$ cat config.mk
export PLATFORM = sky130hd
export DESIGN_NAME = conc_stim_seq
export DESIGN_NICKNAME = d
export VERILOG_FILES = /design/src/rtl/conc_stim_seq.sv
export SDC_FILE = /design/constraint.sdc
export NUM_CORES = 2
export LEC_CHECK = 0
export BUFFER_PORTS_ARGS = -buffer_cell sky130_fd_sc_hd__buf_2
export CAP_MARGIN = 20
export CORE_UTILIZATION = 60
export CTS_BUF_LIST = sky130_fd_sc_hd__clkbuf_4 sky130_fd_sc_hd__clkbuf_8
export DETAILED_ROUTE_END_ITERATION = 7
export PLACE_DENSITY = 0.72
export SLEW_MARGIN = 25
export SYNTH_ARGS = -nofsm -noshare
export SYNTH_HDL_FRONTEND = slang
export SYNTH_SLANG_ARGS = --single-unit
$ cat constraint.sdc
create_clock -name clock -period 4.35 [get_ports clock]
set_input_delay 0.2175 -clock clock [delete_from_list [all_inputs] [get_ports clock]]
set_output_delay 0.2175 -clock clock [all_outputs]
set_load 0.1 [all_outputs]
$ cat src/rtl/conc_stim_seq.sv
// Opcode-store stimulus sequencer: plays back 3-bit opcodes (line1/line2/obs) from an inferred RAM.
// Define CONC_STIM_LOOP_EN to get continuous looping playback, stopped by a start pulse.
module conc_stim_seq #(
  parameter int DEPTH = 1024,
  parameter int AW    = 10
) (
  input  logic          clock,
  input  logic          reset,
  input  logic          ld_we,
  input  logic [AW-1:0] ld_addr,
  input  logic [2:0]    ld_data,
  input  logic [AW:0]   len,
  input  logic          start,
  input  logic          hold,
  output logic          busy,
  output logic          done,
  output logic          ld_err,
  output logic          line1,
  output logic          line2,
  output logic          obs,
  output logic [AW:0]   pc
);

`ifdef CONC_STIM_LOOP_EN
  localparam bit LOOP_EN = 1'b1;
`else
  localparam bit LOOP_EN = 1'b0;
`endif

  typedef enum logic [1:0] {IDLE, RUN, PAUSE, FIN} state_t;

  state_t        state_reg, state_next;
  logic [AW:0]   pc_reg, pc_next;
  logic [AW:0]   len_reg, len_next;
  logic          out_valid_reg, out_valid_next;
  logic          done_reg, done_next;
  logic          ld_err_reg, ld_err_next;
  logic          stop_req_reg, stop_req_next;

  logic          is_busy;
  logic          wr_en;
  logic          rd_en;
  logic [AW-1:0] rd_addr;
  logic [2:0]    rd_data_reg;

  logic [2:0]    store [DEPTH];

  assign is_busy = (state_reg == RUN) || (state_reg == PAUSE);
  assign wr_en   = ld_we && !is_busy;

  // Store has no reset so it maps onto block RAM; the read register is frozen
  // simply by not enabling it, which is how PAUSE holds the outputs.
  always_ff @(posedge clock) begin
    if (wr_en) begin
      store[ld_addr] <= ld_data;
    end
    if (rd_en) begin
      rd_data_reg <= store[rd_addr];
    end
  end

  always_ff @(posedge clock or negedge reset) begin
    if (!reset) begin
      state_reg     <= IDLE;
      pc_reg        <= '0;
      len_reg       <= '0;
      out_valid_reg <= 1'b0;
      done_reg      <= 1'b0;
      ld_err_reg    <= 1'b0;
      stop_req_reg  <= 1'b0;
    end else begin
      state_reg     <= state_next;
      pc_reg        <= pc_next;
      len_reg       <= len_next;
      out_valid_reg <= out_valid_next;
      done_reg      <= done_next;
      ld_err_reg    <= ld_err_next;
      stop_req_reg  <= stop_req_next;
    end
  end

  always_comb begin
    state_next     = state_reg;
    pc_next        = pc_reg;
    len_next       = len_reg;
    out_valid_next = out_valid_reg;
    done_next      = 1'b0;
    stop_req_next  = stop_req_reg;
    ld_err_next    = ld_we && is_busy;
    rd_en          = 1'b0;
    rd_addr        = pc_reg[AW-1:0];

    case (state_reg)
      IDLE: begin
        out_valid_next = 1'b0;
        stop_req_next  = 1'b0;
        if (start) begin
          pc_next = '0;
          if (len == '0) begin
            state_next = FIN;
            done_next  = 1'b1;
          end else begin
            state_next = RUN;
            len_next   = len;
          end
        end
      end

      RUN, PAUSE: begin
        if (LOOP_EN && start) begin
          stop_req_next = 1'b1;
        end
        // Hold wins over everything, including the end-of-program edge.
        if (hold) begin
          state_next = PAUSE;
        end else if (pc_reg == len_reg) begin
          done_next = 1'b1;
          if (LOOP_EN && !(stop_req_reg || start)) begin
            state_next = RUN;
            rd_en      = 1'b1;
            rd_addr    = '0;
            pc_next    = (AW+1)'(1);
          end else begin
            state_next     = FIN;
            out_valid_next = 1'b0;
          end
        end else begin
          state_next     = RUN;
          rd_en          = 1'b1;
          pc_next        = pc_reg + 1'b1;
          out_valid_next = 1'b1;
        end
      end

      FIN: begin
        state_next     = IDLE;
        out_valid_next = 1'b0;
      end

      default: begin
        state_next     = IDLE;
        out_valid_next = 1'b0;
      end
    endcase
  end

  // Gating by a reset-able flag forces the lines low asynchronously even
  // though the RAM read register itself is never reset.
  assign line1  = rd_data_reg[0] & out_valid_reg;
  assign line2  = rd_data_reg[1] & out_valid_reg;
  assign obs    = rd_data_reg[2] & out_valid_reg;
  assign busy   = is_busy;
  assign done   = done_reg;
  assign ld_err = ld_err_reg;
  assign pc     = pc_reg;

endmodule
==> metrics.md <==
| Metric | Value |
|---|---|
| GRT Util Overall | `34.2%` |
| Post-DP HPWL | `212000 microns` |
| Die Span X | `457 microns` |
| Setup CP Type | `reg -> reg` |
| # IOs | `46` |
| Initial Util | `60.5%` |
| WL/cell | `35.0 microns` |
| Htree depth | `5` |
| Worst Setup End Kind | `register` |
| Async S/R FF share, synth | `0.870%` |
| CTS tree | `yes` |
| Peak Freq | `0.228 GHz` |
| Leakage | `42.8 nW` |
| Post-synthesis cell count | `6660` |
| Switching power | `24.8 mW` |
| Cell Area, Synth | `0.124 sq mm` |
| Pin count of the biggest net entering global routing | `245` |
| Final worst setup slack | `-30.3 ps` |
| Max-capacitance violation count | `0` |
| GPL Wtd Cong | `0.922` |
| Worst path required time | `5250 ps` |
| Max Slew Vio Count | `0` |
| First-pass GRT wire length | `502000 microns` |
| Num Clock Sinks | `3102` |
| Failing checks | `negative setup slack` |
| GR Overflow Total | `0` |
| Core Region | `0.205 sq mm` |
| Mapped Avg Cell Area | `18.6 sq um` |
| Type of the tightest min-delay check | `in -> reg` |
| DR vias/cell | `6.92` |
| Final Util | `67.8%` |
| Peak VDD IR | `0.609 mV` |
| Final worst-path cycle share | `101%` |
| Internal | `54.0 mW` |
| Crit-path max FO | `42` |
| Worst path cell trace | `buf_12, buf_12, buf_4, mux4_2, mux2i_1, o21ai_1, a211oi_1, o31ai_1, a311oi_1, a21oi_1, a32o_1` |
| Root buffer cell | `clkbuf_8` |
| Worst-Margin Slew | `1190 ps` |
| Final wirelength | `356000 microns` |
| Critical path arrival | `5280 ps` |
| DR iter-0 viols | `11300` |
| Worst-skew pair later-pin latency | `1150 ps` |
| Most used cell, CP | `buf_12` |
| Flip-flop count of the largest register after layout | `3072` |
| Outcome | `finished with violations` |
| Overall power | `78.8 mW` |
| Slowest CP cell | `dfrtp_4` |
| Clock transition at the registers of the reported paths | `60 ps` |
| Via count | `70400` |
| Peak per-stage delay on the critical path | `810 ps` |
| Final hold viol count | `0` |
| Site Rows | `166` |
| Register area share after synthesis | `74.9%` |
| Area delta synth->final | `12.0%` |
| Finish-stage setup viols | `1` |
| DRT Pass-1 Iters | `6` |
| Part of the power in registers | `42.5%` |
| Worst Skew | `77.0 ps` |
| CP Launch Type | `register` |
| Die height | `457 microns` |
| Synthesis Warnings | `0` |
| Post-synth EDFFs | `3075` |
| Unrepaired setup endpoints after global routing | `false` |
| Share of cells above drive strength 1 | `25.5%` |
| Max clock buf depth | `4` |
| Die area | `0.209 sq mm` |
| Rel. slew slack | `20.4%` |
| Switching share of power | `31.5%` |
| Combinational Power Share | `27.1%` |
| Fin crit period | `4380 ps` |
| ANT nets after route | `0` |
| Count of input and output buffers | `45` |
| Inserted Clock Buffers | `482` |
| Layout net count | `7116` |
| P per Cell Area | `567 mW/mm^2` |
| Initial antenna violation count | `25` |
| Vias in the first global route | `69500` |
| Yosys cell types | `70` |
| Clock group share of total power | `30.4%` |
| Remaining routing DRC violations | `0` |
| Syn nets | `6693` |
| Main synth FF type | `edfxtp_1` |
| Post-synthesis register bit count | `3102` |
| Post-CTS Setup Inserts | `0` |
==> cells in the mapped netlist, types with 42 or more instances <==
cell type / n / share of area, %
nand3_1: 52 / 0.21
nor2_1: 1081 / 3.3
buf_4: 42 / 0.25
mux4_2: 672 / 12
buf_2: 105 / 0.42
o21ai_0: 49 / 0.20
clkbuf_1: 227 / 0.69
buf_1: 78 / 0.24
a21oi_1: 104 / 0.42
a22oi_1: 143 / 0.86
edfxtp_1: 3075 / 74
mux2i_1: 299 / 2.4
nand2_1: 197 / 0.60
==> per-layer routing <==
metal  up-vias  track usage (%)  part of all wire (%)
met5         -                0                 0.012
met4         6             16.9                   5.3
met3      1039             9.01                    13
met2      5742             52.1                    46
met1     36000             46.4                    35
li1      27600                -                     -
==> metrics by stage <==
stage | setup WS [ps] | cell area, sq um | cells | hold slack [ps] | setup TNS [ps]
2_1_floorplan | 755 | 124000 | 6660 | -78.1 | 0
3_3_place_gp | -17.6 | 129000 | 9228 | 308 | -17.6
3_5_place_dp | -117 | 129000 | 9229 | 325 | -117
4_1_cts | 53.3 | 139000 | 10100 | 8.42 | 0
5_1_grt | 0.674 | 139000 | 10100 | 92.9 | 0
6_report | -30.3 | 139000 | 10200 | 96.8 | -30.3
==> final timing paths <==
path / startpoint / slack (ps) / cells past startpoint / to
worst max-delay path: pc[0] / -30 / 11 / rd_data_reg[1]
worst min-delay path: ld_data[1] / 100 / 2 / store[269][1]
worst max register to register: pc[0] / -30 / 11 / rd_data_reg[1]
worst min register to register: out_valid_reg / 570 / 2 / out_valid_reg
max in group asynchronous: reset / 4000 / 4 / pc[4]
min in group asynchronous: reset / 140 / 4 / len_reg[10]
==> cells in the final DEF, fill, tap and decap left out, types with 11 or more instances in the layout <==
master | synthesis | final
a311oi_1 | 13 | 13
nand2_1 | 197 | 181
nor4_1 | 11 | 11
diode_2 | 0 | 26
o211ai_1 | 15 | 15
o21ai_0 | 49 | 49
nand3_1 | 52 | 32
buf_12 | 6 | 77
a211oi_1 | 32 | 32
a22oi_1 | 143 | 143
a221oi_1 | 30 | 30
xnor2_1 | 20 | 20
clkbuf_8 | 0 | 486
a21oi_1 | 104 | 104
edfxtp_1 | 3075 | 3075
nor2_1 | 1081 | 1074
dfrtp_1 | 27 | 20
clkinv_2 | 0 | 71
o22ai_1 | 40 | 40
nand3_4 | 0 | 20
mux2_2 | 22 | 22
bufinv_16 | 0 | 19
and2_1 | 16 | 14
mux2i_1 | 299 | 299
a31oi_1 | 30 | 30
clkbuf_4 | 0 | 142
mux4_2 | 672 | 672
clkinv_1 | 1 | 126
dlygate4sd3_1 | 0 | 56
o221ai_1 | 25 | 25
buf_4 | 42 | 266
nor3_1 | 33 | 33
buf_2 | 105 | 42
a22o_1 | 20 | 20
==> worst max-delay path: cells and delay by family, from the launching register on <==
| family | cells | cell delay, ps |
|---|---|---|
| AO/OA/AOI/OAI | 6 | 1700 |
| buffers and inverters | 3 | 820 |
| flip-flops | 1 | 810 |
| multiplexers | 2 | 730 |
==> power by group through the flow <==
stage / clock network, mW / logic, mW / registers (mW)
3_5_place_dp: 0 / 20.8 / 34.1
4_1_cts: 24.0 / 21.0 / 33.5
3_3_place_gp: 0 / 20.6 / 34.1
5_1_grt: 25.3 / 21.8 / 33.5
6_report: 24.0 / 21.4 / 33.5
2_1_floorplan: 0 / 12.4 / 34.0
==> cell families after synthesis <==
family	share of synthesized area [%]
flip-flops	74.9
AND/OR/NAND/NOR	4.74
multiplexers	14.8
AO/OA/AOI/OAI	3.14
buffers and inverters	2.22
XOR/XNOR	0.141
adder cells (fa/ha/maj)	0.0403
==> timing repair <==
item                                    in CTS  in global routing
endpoints found under the setup margin       1                  2
endpoints found under the hold margin     1264                  0
resized for setup                            1                  2
hold buffers                                57                  0
==> area by class of cell <==
class	count	area [sq um]
diodes	26	65.1
clock buffers	628	7750
clock inverters	230	1530
fillers	13100	66200
inverters	12	52.6
multi-input cells	3038	28800
flip-flops and latches	3102	93000
well taps	2688	3360
repair buffers	447	4420
(Power assumes the default switching activity.)
